<file path="src/rtl/pipe_field_engine_if.sv">
// Control and display bundle between the game logic and the pipe field engine.
// master drives the game controls; slave (the engine) drives the pipe field.
interface pipe_field_engine_if #(
    parameter int N_PIPES = 3,
    parameter int X_W     = 17,
    parameter int Y_W     = 10,
    parameter int SCORE_W = 16
);
    logic                   start;
    logic                   pause;
    logic                   game_over;
    logic [N_PIPES*X_W-1:0] pipe_x;
    logic [N_PIPES*Y_W-1:0] pipe_y;
    logic [SCORE_W-1:0]     score;
    logic [1:0]             state;
    logic                   tick;

    modport master (
        output start, pause, game_over,
        input  pipe_x, pipe_y, score, state, tick
    );

    modport slave (
        input  start, pause, game_over,
        output pipe_x, pipe_y, score, state, tick
    );
endinterface

</file>
<file path="src/rtl/pipe_field_engine.sv">
// Scrolling pipe field: N pipes, LFSR gap heights, pass scoring, run/pause/over FSM.
// Optional speed ramp with score: define PIPE_FIELD_SPEED_RAMP_EN.
module pipe_field_engine #(
    parameter int          N_PIPES      = 3,
    parameter int          X_W          = 17,
    parameter int          Y_W          = 10,
    parameter int          SCORE_W      = 16,
    parameter int          SCREEN_W     = 640,
    parameter int          PIPE_W       = 52,
    parameter int          FIRST_X      = 161,
    parameter int          PIPE_SPACING = 213,
    parameter int          TICK_DIV     = 500000,
    parameter int          STEP         = 1,
    parameter int          GAP_Y_MIN    = 40,
    parameter int          GAP_Y_MAX    = 300,
    parameter int          BIRD_X       = 100,
    parameter logic [15:0] LFSR_SEED    = 16'hACE1,
    parameter int          RAMP_EVERY   = 10,
    parameter int          STEP_MAX     = 4
) (
    input logic               clock,
    input logic               reset,
    pipe_field_engine_if.slave bus
);
    typedef enum logic [1:0] {
        IDLE = 2'd0,
        RUN  = 2'd1,
        OVER = 2'd2
    } state_e;

    localparam int CNT_W  = $clog2(TICK_DIV);
    localparam int GAIN_W = $clog2(N_PIPES + 1);

    localparam logic [CNT_W-1:0]      CNT_LAST  = CNT_W'(TICK_DIV - 1);
    localparam logic signed [X_W-1:0] X_WRAP    = X_W'(-PIPE_W);
    localparam logic signed [X_W-1:0] X_PW      = X_W'(PIPE_W);
    localparam logic signed [X_W-1:0] X_BIRD    = X_W'(BIRD_X);
    localparam logic signed [X_W-1:0] X_RESPAWN = X_W'(SCREEN_W);
    localparam logic [Y_W-1:0]        Y_MIN     = Y_W'(GAP_Y_MIN);
    localparam logic [Y_W-1:0]        Y_RANGE   = Y_W'(GAP_Y_MAX - GAP_Y_MIN);

    function automatic logic signed [X_W-1:0] init_x(input int i);
        return X_W'(FIRST_X + i * PIPE_SPACING);
    endfunction

    state_e                state_q, state_d;
    logic [CNT_W-1:0]      cnt_q, cnt_d;
    logic [15:0]           lfsr_q, lfsr_d;
    logic signed [X_W-1:0] x_q [N_PIPES];
    logic signed [X_W-1:0] x_d [N_PIPES];
    logic [Y_W-1:0]        y_q [N_PIPES];
    logic [Y_W-1:0]        y_d [N_PIPES];
    logic [SCORE_W-1:0]    score_q, score_d;
    logic                  tick_q, tick_d;

    logic signed [X_W-1:0] step_w;
    logic signed [X_W-1:0] xn [N_PIPES];
    logic                  wrap [N_PIPES];
    logic [15:0]           lfsr_sh [N_PIPES];
    logic [Y_W-1:0]        r [N_PIPES];
    logic [Y_W-1:0]        respawn_y [N_PIPES];
    logic [GAIN_W-1:0]     gain;
    logic [SCORE_W:0]      score_sum;
    logic [SCORE_W-1:0]    score_step;

`ifdef PIPE_FIELD_SPEED_RAMP_EN
    localparam int PTS_W = $clog2(RAMP_EVERY + N_PIPES + 1);
    localparam logic [PTS_W-1:0]      PTS_EVERY  = PTS_W'(RAMP_EVERY);
    localparam logic signed [X_W-1:0] X_STEP     = X_W'(STEP);
    localparam logic signed [X_W-1:0] X_STEP_MAX = X_W'(STEP_MAX);

    logic signed [X_W-1:0] step_q, step_d;
    logic [PTS_W-1:0]      pts_q, pts_d, pts_sum;

    assign step_w  = step_q;
    assign pts_sum = pts_q + PTS_W'(gain);

    always_comb begin
        step_d = step_q;
        pts_d  = pts_q;
        if (state_q == OVER && bus.start) begin
            step_d = X_STEP;
            pts_d  = '0;
        end else if (state_q == RUN && !bus.game_over &&
                     !bus.pause && cnt_q == CNT_LAST) begin
            // Points carry past the threshold; the new step applies next tick.
            if (pts_sum >= PTS_EVERY) begin
                pts_d = pts_sum - PTS_EVERY;
                if (step_q < X_STEP_MAX) step_d = step_q + X_W'(1);
            end else begin
                pts_d = pts_sum;
            end
        end
    end

    always_ff @(posedge clock or posedge reset) begin
        if (reset) begin
            step_q <= X_STEP;
            pts_q  <= '0;
        end else begin
            step_q <= step_d;
            pts_q  <= pts_d;
        end
    end
`else
    logic unused_ramp;
    assign unused_ramp = ^{RAMP_EVERY, STEP_MAX};
    assign step_w      = X_W'(STEP);
`endif

    always_comb begin
        gain = '0;
        for (int i = 0; i < N_PIPES; i++) begin
            xn[i]      = x_q[i] - step_w;
            wrap[i]    = xn[i] < X_WRAP;
            lfsr_sh[i] = lfsr_q >> i;
            r[i]       = {1'b0, lfsr_sh[i][Y_W-2:0]};
            // Fold values above the range back into it instead of clamping.
            respawn_y[i] = Y_MIN + ((r[i] > Y_RANGE) ?
                           (r[i] - Y_RANGE - Y_W'(1)) : r[i]);
            if ((x_q[i] + X_PW >= X_BIRD) && (xn[i] + X_PW < X_BIRD))
                gain = gain + GAIN_W'(1);
        end
        score_sum  = {1'b0, score_q} + (SCORE_W+1)'(gain);
        score_step = score_sum[SCORE_W] ? '1 : score_sum[SCORE_W-1:0];
    end

    always_comb begin
        state_d = state_q;
        cnt_d   = cnt_q;
        lfsr_d  = {lfsr_q[14:0],
                   lfsr_q[15] ^ lfsr_q[13] ^ lfsr_q[12] ^ lfsr_q[10]};
        x_d     = x_q;
        y_d     = y_q;
        score_d = score_q;
        tick_d  = 1'b0;
        unique case (state_q)
            IDLE: begin
                if (bus.start) state_d = RUN;
            end
            RUN: begin
                if (bus.game_over) begin
                    state_d = OVER;
                end else if (!bus.pause) begin
                    if (cnt_q == CNT_LAST) begin
                        cnt_d   = '0;
                        tick_d  = 1'b1;
                        score_d = score_step;
                        for (int i = 0; i < N_PIPES; i++) begin
                            x_d[i] = wrap[i] ? X_RESPAWN : xn[i];
                            if (wrap[i]) y_d[i] = respawn_y[i];
                        end
                    end else begin
                        cnt_d = cnt_q + CNT_W'(1);
                    end
                end
            end
            OVER: begin
                if (bus.start) begin
                    state_d = RUN;
                    cnt_d   = '0;
                    score_d = '0;
                    for (int i = 0; i < N_PIPES; i++) begin
                        x_d[i] = init_x(i);
                        y_d[i] = Y_MIN;
                    end
                end
            end
            default: state_d = IDLE;
        endcase
    end

    always_ff @(posedge clock or posedge reset) begin
        if (reset) begin
            state_q <= IDLE;
            cnt_q   <= '0;
            lfsr_q  <= LFSR_SEED;
            score_q <= '0;
            tick_q  <= 1'b0;
            for (int i = 0; i < N_PIPES; i++) begin
                x_q[i] <= init_x(i);
                y_q[i] <= Y_MIN;
            end
        end else begin
            state_q <= state_d;
            cnt_q   <= cnt_d;
            lfsr_q  <= lfsr_d;
            score_q <= score_d;
            tick_q  <= tick_d;
            x_q     <= x_d;
            y_q     <= y_d;
        end
    end

    logic [N_PIPES*X_W-1:0] px;
    logic [N_PIPES*Y_W-1:0] py;

    always_comb begin
        px = '0;
        py = '0;
        for (int i = 0; i < N_PIPES; i++) begin
            px[i*X_W +: X_W] = x_q[i];
            py[i*Y_W +: Y_W] = y_q[i];
        end
    end

    assign bus.pipe_x = px;
    assign bus.pipe_y = py;
    assign bus.score  = score_q;
    assign bus.state  = state_q;
    assign bus.tick   = tick_q;
endmodule

</file>
<file path="src/flat_wrapper.sv">
// flat-port wrapper written by rule: the top's interface ports become plain ports
module pipe_field_engine_flat 
#(
    parameter int          N_PIPES      = 3,
    parameter int          X_W          = 17,
    parameter int          Y_W          = 10,
    parameter int          SCORE_W      = 16,
    parameter int          SCREEN_W     = 640,
    parameter int          PIPE_W       = 52,
    parameter int          FIRST_X      = 161,
    parameter int          PIPE_SPACING = 213,
    parameter int          TICK_DIV     = 500000,
    parameter int          STEP         = 1,
    parameter int          GAP_Y_MIN    = 40,
    parameter int          GAP_Y_MAX    = 300,
    parameter int          BIRD_X       = 100,
    parameter logic [15:0] LFSR_SEED    = 16'hACE1,
    parameter int          RAMP_EVERY   = 10,
    parameter int          STEP_MAX     = 4
)
  (clock, reset, bus_start, bus_pause, bus_game_over, bus_pipe_x, bus_pipe_y, bus_score, bus_state, bus_tick);
  pipe_field_engine_if #(.N_PIPES(N_PIPES), .X_W(X_W), .Y_W(Y_W), .SCORE_W(SCORE_W)) bus_i ();
  input logic clock;
  input logic reset;
  input wire logic [$bits(bus_i.start)-1:0] bus_start;
  input wire logic [$bits(bus_i.pause)-1:0] bus_pause;
  input wire logic [$bits(bus_i.game_over)-1:0] bus_game_over;
  output wire logic [$bits(bus_i.pipe_x)-1:0] bus_pipe_x;
  output wire logic [$bits(bus_i.pipe_y)-1:0] bus_pipe_y;
  output wire logic [$bits(bus_i.score)-1:0] bus_score;
  output wire logic [$bits(bus_i.state)-1:0] bus_state;
  output wire logic [$bits(bus_i.tick)-1:0] bus_tick;
  assign bus_i.start = bus_start;
  assign bus_i.pause = bus_pause;
  assign bus_i.game_over = bus_game_over;
  assign bus_pipe_x = bus_i.pipe_x;
  assign bus_pipe_y = bus_i.pipe_y;
  assign bus_score = bus_i.score;
  assign bus_state = bus_i.state;
  assign bus_tick = bus_i.tick;
  pipe_field_engine #(.N_PIPES(N_PIPES), .X_W(X_W), .Y_W(Y_W), .SCORE_W(SCORE_W), .SCREEN_W(SCREEN_W), .PIPE_W(PIPE_W), .FIRST_X(FIRST_X), .PIPE_SPACING(PIPE_SPACING), .TICK_DIV(TICK_DIV), .STEP(STEP), .GAP_Y_MIN(GAP_Y_MIN), .GAP_Y_MAX(GAP_Y_MAX), .BIRD_X(BIRD_X), .LFSR_SEED(LFSR_SEED), .RAMP_EVERY(RAMP_EVERY), .STEP_MAX(STEP_MAX)) u_core (.clock(clock), .reset(reset), .bus(bus_i));
endmodule
</file>
<file path="config.mk">
export PLATFORM = sky130hd
export DESIGN_NAME = pipe_field_engine_flat
export DESIGN_NICKNAME = d
export VERILOG_FILES = /design/src/rtl/pipe_field_engine_if.sv /design/src/rtl/pipe_field_engine.sv /design/src/flat_wrapper.sv
export SDC_FILE = /design/constraint.sdc
export NUM_CORES = 1
export LEC_CHECK = 0
export ABC_AREA = 1
export CORE_ASPECT_RATIO = 0.8
export CORE_MARGIN = 5
export CORE_UTILIZATION = 47
export CTS_CLUSTER_SIZE = 20
export DETAILED_ROUTE_END_ITERATION = 8
export GPL_ROUTABILITY_DRIVEN = 0
export PLACE_DENSITY = 0.74
export SKIP_CTS_REPAIR_TIMING = 1
export SLEW_MARGIN = 20
export SYNTH_ARGS = -nofsm -noshare
export SYNTH_HDL_FRONTEND = slang
export SYNTH_SLANG_ARGS = --single-unit
</file>
<file path="constraint.sdc">
create_clock -name clock -period 4.2 [get_ports clock]
set_clock_uncertainty 0.1 [all_clocks]
set_input_delay 0.42 -clock clock [delete_from_list [all_inputs] [get_ports clock]]
set_output_delay 0.42 -clock clock [all_outputs]
set_load 0.01 [all_outputs]
</file>
==> impl_metrics.csv, run 1 <==
group,metric,value,unit
cells_and_area,stdcell_count,2010,
sta,setup_viol,16,
cells_and_area,final_util,63.7,%
clock_tree,cts_tree,"built",
die,ios,105,
status,status,"finished, violations left",
cells_and_area,final_common_cell,"nand2_1",
critical_path,startpoint_type,"register",
yosys,syn_inst,1468,
routing,post-route-drc-count,0,
critical_path,cpMostUsedCell,"nand3_1",
sta,hold_violations,0,
critical_path,critPathArrivalTime,5000,ps
critical_path,path_max_fanout,3,
pwr,ir_worst_vdd,264,uV
pwr,sw_frac_of_total,43.1,%
yosys,yosysTopAreaCell,"dfrtp_1",
clock_tree,cts_buffer_depth,2,
placement,dp_hpwl,22100,um
clock_tree,clock-root-buffer,"clkbuf_16",
critical_path,r2r-start,"u_core.bus.pipe_x[18]",
clock_tree,path_clk_slew,60,ps
sta,fin_crit_sh,113,%
pwr,total_power,8.30,mW
yosys,avgSynthCellArea,7.07,um2
yosys,async_reset_ff_share,100,%
pwr,cell_internal_pwr,4.73,mW
critical_path,slowest_stage,"dfstp_2",
pwr,power.switching,3.57,mW
placement,dpl-instance-area,12700,um2
sta,setup_ws,-559,ps
critical_path,endpoint_kind,"register",
placement,io_buffers,104,
status,violations,"negative setup slack",
pwr,p_leak,6.56,nW
yosys,seq_area_frac_synth,32.9,%
sta,fmax,210,MHz
yosys,synth_edf_count,0,
critical_path,r2r-end,"u_core.bus.score[8]",
grt,overflow,0,
grt,antenna_found_initial,0,
placement,dp.cells,1960,
yosys,syn_area,10400,um2
pwr,p_seq_share,24.1,%
routing,routed_wl,30500,um
critical_path,crit_type,"reg2reg",
critical_path,reg2reg_depth,31,
cells_and_area,layout_common_cells,"340 x nand2_1, 170 x inv_1, 158 x buf_4, 142 x nor2_1, 107 x dfrtp_1",
clock_tree,cts.sinks,135,
grt,grt_pass1_wl,49500,um
routing,antenna_left,0,
sta,min_period,4760,ps
clock_tree,cts_buffers,17,
grt,track_usage,23.8,%
die,die_area,25200,um2
cells_and_area,final_area,13800,um2
flow_run,maxCapViolations,0,
die,die_x,176,um
yosys,synthTopCellsByArea,"dfrtp_1 26%, nand2_1 13%, dfstp_2 7.1%",
routing,wl_per_cell,15.2,um
critical_path,r2r_setup_slack,-560,ps
sta,tightest_slew,1030,ps
sta,final-max-slew-violation-count,0,
yosys,ys_seq_elements,135,
clock_tree,clk_latency,430,ps
sta,rsz0062_at_grt,"true",
routing,drtPass1Iterations,6,
yosys,synthFlopType,"dfrtp_1",
cells_and_area,syn2layout_area_growth,32.7,%
routing,drtIter0Drc,858,
cells_and_area,drive_above_1_share,23.3,%
yosys,synth_top_area_share,25.8,%
critical_path,cp-startpoint,"u_core.bus.pipe_x[18]",
clock_tree,htree_levels,4,
critical_path,slowest_delay,540,ps
yosys,syn_nets,1506,
yosys,ys_warn_count,0,
worst_hold_path,hold_path.class,"reg2reg",
sta,hold_ws,254,ps
die,core-area,21600,um2
routing,via_per_inst,5.39,
cells_and_area,nNetsFinal,1760,
routing,vias,10831,
die,initial_core_util,48.0,%
grt,grt_start_max_net_pins,69,
pwr,p_clk_share,19.1,%
die,fp.dieH,143,um
cells_and_area,diodes,0,
sta,relSlewSlack,30.8,%
die,rows,48,
yosys,synth_cell_type_count,57,
cells_and_area,nFillCells,1836,
pwr,pwr-share-comb,56.8,%
critical_path,endpoint,"u_core.bus.score[8]",
pwr,p_per_area,603,nW/um2
critical_path,cp.required,4440,ps
grt,grt_pass1_vias,10182,
sequential cells by signal, indices dropped and copies added, names as in the netlist:
name               count
u_core.bus.score      16
u_core.bus.tick        1
u_core.cnt_q          19
u_core.bus.state       2
u_core.lfsr_q         16
u_core.bus.pipe_y     30
u_core.bus.pipe_x     51
kinds of logic (layout without fill, tap and decap cells):
kind of cell | count (synthesis) | after routing | share of synthesized area, %
xor+xnor | 84 | 84 | 7.38
compound gates | 218 | 218 | 12.3
simple gates | 763 | 763 | 34.0
buf+inv | 235 | 502 | 9.38
flops | 135 | 135 | 32.9
fa+ha+maj | 33 | 33 | 4.05
area by class of cell:
type	count	area (um2)	share of cell area [%]
inverters	203	774	5.63
repair buffers	267	2300	16.7
multi-input cells	1098	6320	45.9
clock buffers	19	443	3.22
flip-flops and latches	135	3410	24.8
clock inverters	13	169	1.23
well taps	275	344	2.50
critical path, delay by kind of cell, from the launching register on:
kind                       cells  cell delay [ps]
and+or+nand+nor               16             1760
DFF                            1              540
xor gates and xnor gates       1              200
adders and majority gates      4              870
buffers and inverters          7              700
AOI/OAI and AO/OA              3              500
power groups by stage:
stage / sequential (mW) / clock [mW] / combinational [mW]
floorplan: 2.09 / 0 / 2.29
global placement: 1.99 / 0 / 4.19
detailed placement: 2.00 / 0 / 4.29
CTS: 1.99 / 1.59 / 4.33
global route: 2.05 / 1.66 / 5.19
finish: 2.00 / 1.58 / 4.72
metrics by stage:
| step | setup WS (ps) | TNS, ps |
|---|---|---|
| global route | -848 | -12990 |
| global placement | -278 | -3900 |
| detailed placement | -474 | -6580 |
| CTS | -499 | -6930 |
| floorplan | -119 | -1270 |
| finish | -559 | -8350 |
worst min-delay path by stage:
stage                            startpoint           endpoint  slack (ps)  cells past startpoint
after detailed placement  u_core.lfsr_q[14]  u_core.lfsr_q[15]         250                      0
after global routing      u_core.lfsr_q[14]  u_core.lfsr_q[15]         260                      0
after global placement    u_core.lfsr_q[14]  u_core.lfsr_q[15]         240                      0
after CTS                 u_core.lfsr_q[14]  u_core.lfsr_q[15]         250                      0
after floorplan           u_core.lfsr_q[14]  u_core.lfsr_q[15]         230                      0
final                     u_core.lfsr_q[14]  u_core.lfsr_q[15]         250                      0
cell usage after synthesis (3+ instances only):
cell / count
buf_6: 5
nor2_1: 148
xor2_1: 73
nand2_2: 28
nand3b_1: 9
nor4_1: 8
xnor2_1: 7
buf_2: 11
xor2_2: 4
ha_1: 32
o211ai_1: 6
nand3_2: 5
nand4_1: 29
inv_1: 181
nand2_1: 358
a21oi_1: 52
and2_1: 3
o21ai_0: 93
inv_2: 19
nor2_4: 10
dfstp_2: 28
dfrtp_1: 107
nand2_4: 6
o21ai_1: 7
o32ai_1: 3
o22ai_1: 22
clkbuf_1: 12
a31oi_1: 3
o21ai_2: 13
o31ai_1: 5
nand3_1: 101
nor3_1: 32
nor2_2: 16
layer usage:
layer	track usage (%)	part of all wire (%)	wire, um	vias up
met5	0	0	0	-
met4	5.46	1.6	494	0
met3	5.19	7.0	2120	45
met2	37.4	45	13700	366
met1	34.0	47	14200	5152
li1	-	-	-	5268
No activity file was read; power rests on OpenSTA's default activity.
==> run 2: changes to the inputs <==
- CORE_UTILIZATION: 47 -> 53
- PLACE_DENSITY: 0.74 -> 0.81
==> run 2 against run 1 <==
  * The flow still finishes with violations (negative setup slack)
  * Final cell count down 0.70%
  * Hold slack better by 9.5 ps
  * Sequential power hardly changed
  * Combinational power grew 5.3%
  * Die area fell by 11%
  * Sequential share of layout area down 0.39 points
  * Setup slack worse by 230 ps
  * Sequential cell count unchanged
  * Clock-buffer cell count is 1 lower
  * Critical endpoint is now u_core.bus.score[12]
==> impl_metrics.csv, run 2 (synthesis results as in run 1) <==
group,metric,value,unit
status,status,"finished, violations left",
status,violations,"negative setup slack",
die,die_area,22500,um2
sta,tightest_slew,983,ps
cells_and_area,final_common_cell,"nand2_1",
routing,drtPass1Iterations,8,
cells_and_area,nNetsFinal,1763,
cells_and_area,final_util,73.3,%
clock_tree,cts_buffer_depth,2,
sta,fmax,201,MHz
critical_path,r2r-end,"u_core.bus.score[12]",
cells_and_area,largest_register_ffs,51,
critical_path,r2r-start,"u_core.bus.pipe_x[2]",
pwr,ir_worst_vdd,400,uV
sta,hold_violations,0,
flow_run,maxCapViolations,0,
routing,post-route-drc-count,0,
routing,antenna_left,0,
die,rows,45,
critical_path,crit_family,"simple AND/OR/NAND/NOR gates",
critical_path,cp.required,4380,ps
sta,relSlewSlack,34.1,%
sta,fin_crit_sh,119,%
cells_and_area,drive_above_1_share,25.8,%
critical_path,path_depth,26,
cells_and_area,nFillCells,1308,
cells_and_area,final_area,14000,um2
grt,grt_start_max_net_pins,85,
grt,grt_pass1_vias,10346,
die,ios,105,
die,die_x,166,um
cells_and_area,syn2layout_area_growth,34.8,%
routing,drtIter0Drc,1345,
critical_path,slowest_stage,"dfrtp_1",
sta,setup_ws,-784,ps
critical_path,path_buf_inv,6,
critical_path,crit_type,"reg2reg",
die,core-area,19100,um2
routing,routed_wl,33100,um
die,fp.dieH,135,um
placement,dpl-instance-area,12600,um2
cells_and_area,diodes,0,
placement,dp_hpwl,21700,um
clock_tree,path_clk_slew,70,ps
worst_hold_path,hold_path.class,"reg2reg",
grt,overflow,0,
critical_path,reg2reg_depth,26,
critical_path,path_max_fanout,4,
die,initial_core_util,54.3,%
sta,finalSetupTns,-9480,ps
sta,final-max-slew-violation-count,0,
placement,io_buffers,104,
critical_path,cp-startpoint,"u_core.bus.pipe_x[2]",
critical_path,endpoint,"u_core.bus.score[12]",
clock_tree,cts.sinks,135,
pwr,p_per_area,618,nW/um2
critical_path,critPathArrivalTime,5160,ps
sta,rsz0062_at_grt,"true",
sta,setup_viol,16,
critical_path,endpoint_kind,"register",
critical_path,r2r_setup_slack,-780,ps
routing,wl_per_cell,16.6,um
clock_tree,clock-root-buffer,"clkbuf_16",
routing,via_per_inst,5.68,
critical_path,slowest_delay,410,ps
grt,grt_pass1_wl,49500,um
critical_path,startpoint_type,"register",
placement,dp_worst_setup_slack,-421,ps
clock_tree,clk_latency,440,ps
grt,antenna_found_initial,0,
grt,track_usage,26.1,%
sta,min_period,4980,ps
pwr,p_leak,6.65,nW
clock_tree,cts_tree,"built",
clock_tree,cts_buffers,17,
routing,vias,11328,
cells_and_area,layout_common_cells,"324 x nand2_1, 165 x inv_1, 157 x buf_4, 134 x nor2_1, 107 x dfrtp_1",
clock_tree,htree_levels,4,
==> run 2: changes by cell type in the layout (fill, tap and decap cells not counted), moves of 5 or more <==
| cell | delta |
|---|---|
| nand2_1 | -16 |
| nand2_2 | +14 |
| nand3_1 | -11 |
| nand3_2 | +8 |
| nor2_1 | -8 |
| buf_6 | +5 |
| inv_1 | -5 |
| nor2_4 | +5 |
| o21ai_1 | +5 |
==> run 2: final cells by class <==
type	instances	area (um2)	area share, %
multi-input cells	1098	6500	46.5
well taps	258	323	2.31
clock inverters	14	198	1.41
repair buffers	270	2330	16.7
inverters	203	779	5.57
clock buffers	18	439	3.14
flip-flops and latches	135	3410	24.4
==> run 2: layer usage <==
metal / track usage, % / wire length [um] / part of all wire [%] / vias up
met4: 7.22 / 1060 / 3.2 / 0
met3: 4.29 / 2810 / 8.5 / 131
met5: 0 / 0 / 0 / -
met2: 42.3 / 15100 / 46 / 661
met1: 36.4 / 14100 / 43 / 5270
li1: - / - / - / 5266
==> run 2: report_power, final <==
part / internal [mW] / leakage [nW] / total, mW / switching (mW)
combinational: 2.18 / 4.59 / 4.97 / 2.80
sequential: 1.65 / 1.75 / 2.03 / 0.380
clock: 1.01 / 0.307 / 1.64 / 0.627
==> run 2: how the worst min path moves through the flow <==
stage / from / slack, ps / cells past startpoint / to
2_1_floorplan: u_core.lfsr_q[14] / 230 / 0 / u_core.lfsr_q[15]
3_3_place_gp: u_core.lfsr_q[14] / 240 / 0 / u_core.lfsr_q[15]
3_5_place_dp: u_core.lfsr_q[14] / 240 / 0 / u_core.lfsr_q[15]
4_1_cts: u_core.lfsr_q[14] / 270 / 0 / u_core.lfsr_q[15]
5_1_grt: u_core.lfsr_q[14] / 280 / 0 / u_core.lfsr_q[15]
6_report: u_core.lfsr_q[14] / 260 / 0 / u_core.lfsr_q[15]
==> run 2: metrics by stage <==
stage / total power [mW] / instances / hold slack (ps)
after global routing: 9.14 / 1996 / 276
after global placement: 6.10 / 1932 / 235
after floorplan: 4.39 / 1468 / 233
after detailed placement: 6.22 / 1932 / 243
final: 8.64 / 1996 / 263
after CTS: 7.89 / 1964 / 266
==> run 3: changes to the inputs <==
- CORE_UTILIZATION: 53 -> 40
- PLACE_DENSITY: 0.81 -> 0.65
- SLEW_MARGIN: 20 -> default
==> run 3 against run 2 <==
  * The run still ends with negative setup slack left
  * Total power fell by 5.2%
  * First-iteration DRC count fell by 36%
  * Die area rose by 30%
  * Register-to-register slack improved by 250 ps
  * Critical path depth rose by 2
  * Via count fell by 5.9%
  * Non-clock buffer count rose by 14
  * Utilization fell by 18 points
  * Sequential power barely moved
  * Design area fell by 0.11%
  * Critical path type unchanged
  * Critical endpoint is now u_core.bus.score[14]
==> impl_metrics.csv, run 3 (synthesis results as in run 1) <==
group,metric,value,unit
status,status,"finished, violations left",
status,violations,"negative setup slack",
clock_tree,path_clk_slew,60,ps
die,ios,105,
flow_run,maxCapViolations,0,
cells_and_area,final_util,54.9,%
critical_path,cpMostUsedCell,"nand3_2",
die,initial_core_util,40.8,%
critical_path,crit_type,"reg2reg",
critical_path,crit_family,"simple AND/OR/NAND/NOR gates",
grt,grt_pass1_vias,9845,
clock_tree,htree_levels,4,
clock_tree,cts_tree,"built",
sta,tightest_slew,806,ps
pwr,p_leak,6.63,nW
die,fp.dieH,154,um
clock_tree,cts_buffer_depth,2,
die,rows,52,
cells_and_area,syn2layout_area_growth,34.7,%
die,die_area,29300,um2
placement,dp_hpwl,22900,um
critical_path,path_max_fanout,4,
grt,grtUsageMet1,31.0,%
die,core-area,25400,um2
routing,post-route-drc-count,0,
critical_path,critPathArrivalTime,4940,ps
cells_and_area,drive_above_1_share,25.3,%
grt,grt_start_max_net_pins,84,
critical_path,path_buf_inv,4,
sta,min_period,4730,ps
sta,final-max-slew-violation-count,0,
pwr,total_power,8.20,mW
sta,hold_violations,0,
sta,fin_crit_sh,113,%
die,die_x,190,um
critical_path,slowest_delay,390,ps
grt,antenna_found_initial,0,
cells_and_area,largest_register_ffs,51,
cells_and_area,final_common_cell,"nand2_1",
pwr,p_per_area,587,nW/um2
worst_hold_path,hp-start,"u_core.lfsr_q[14]",
routing,wl_per_cell,14.7,um
grt,grt_pass1_wl,49800,um
cells_and_area,diodes,0,
critical_path,slowest_stage,"dfrtp_1",
clock_tree,cts.sinks,135,
sta,relSlewSlack,46.3,%
placement,io_buffers,104,
routing,drtIter0Drc,856,
pwr,ir_worst_vdd,300,uV
grt,use_met2,30.5,%
grt,track_usage,20.5,%
cells_and_area,nNetsFinal,1777,
critical_path,cp-startpoint,"u_core.bus.pipe_x[20]",
sta,finalSetupTns,-7960,ps
grt,use_met3,3.92,%
clock_tree,cts_buffers,17,
sta,rsz0062_at_grt,"true",
worst_hold_path,hold_path.class,"reg2reg",
routing,vias,10660,
clock_tree,clock-root-buffer,"clkbuf_16",
sta,setup_viol,16,
critical_path,cp.required,4410,ps
sta,fmax,211,MHz
routing,drtPass1Iterations,6,
critical_path,r2r-start,"u_core.bus.pipe_x[20]",
routing,antenna_left,0,
critical_path,endpoint_kind,"register",
sta,setup_ws,-531,ps
placement,dp_worst_setup_slack,-456,ps
grt,overflow,0,
critical_path,startpoint_type,"register",
routing,routed_wl,30900,um
routing,via_per_inst,5.07,
clock_tree,clk_latency,430,ps
cells_and_area,layout_common_cells,"335 x nand2_1, 175 x buf_4, 167 x inv_1, 133 x nor2_1, 107 x dfrtp_1",
grt,busiest_layer,"met1",
run 3: changes by cell type in the layout (fill, tap and decap cells not counted), sizes merged:
cell / before / now
clkbuf: 18 / 25
buf: 166 / 180
bufinv: 4 / 0
inv: 205 / 202
run 3: worst paths after layout:
| path | to | slack, ps | cells after the start |
|---|---|---|---|
| max | u_core.bus.score[14] | -530 | 28 |
| min | u_core.lfsr_q[15] | 250 | 0 |
| max reg2reg | u_core.bus.score[14] | -530 | 28 |
| min reg2reg | u_core.lfsr_q[15] | 250 | 0 |
| max in group asynchronous | u_core.lfsr_q[11] | 2730 | 3 |
| min in group asynchronous | u_core.bus.pipe_y[6] | 460 | 2 |
run 3: stage by stage:
| step | instances | hold WS [ps] | instance area [um2] |
|---|---|---|---|
| floorplan | 1468 | 233 | 10400 |
| global placement | 2054 | 236 | 12900 |
| detailed placement | 2054 | 237 | 12900 |
| CTS | 2086 | 247 | 13500 |
| global route | 2103 | 266 | 14000 |
| finish | 2103 | 247 | 14000 |
run 3: per-layer routing:
| layer | part of all wire [%] | up-vias |
|---|---|---|
| met2 | 43 | 320 |
| met5 | 0 | - |
| met1 | 49 | 5001 |
| li1 | - | 5311 |
| met4 | 1.2 | 0 |
| met3 | 6.8 | 28 |
run 3: power breakdown:
group | internal, mW | switching, mW
logic | 2.17 | 2.61
registers | 1.65 | 0.350
clock network | 0.831 | 0.584
run 3: final cells by class:
class                      instances  area, um2
sequential                       135       3410
fill                            2390      11500
tap                              351        439
multi-input combinational       1098       6370
clock buffer                      25        505
clock inverter                     7       43.8
inverter                         203        774
timing repair buffer             284       2420
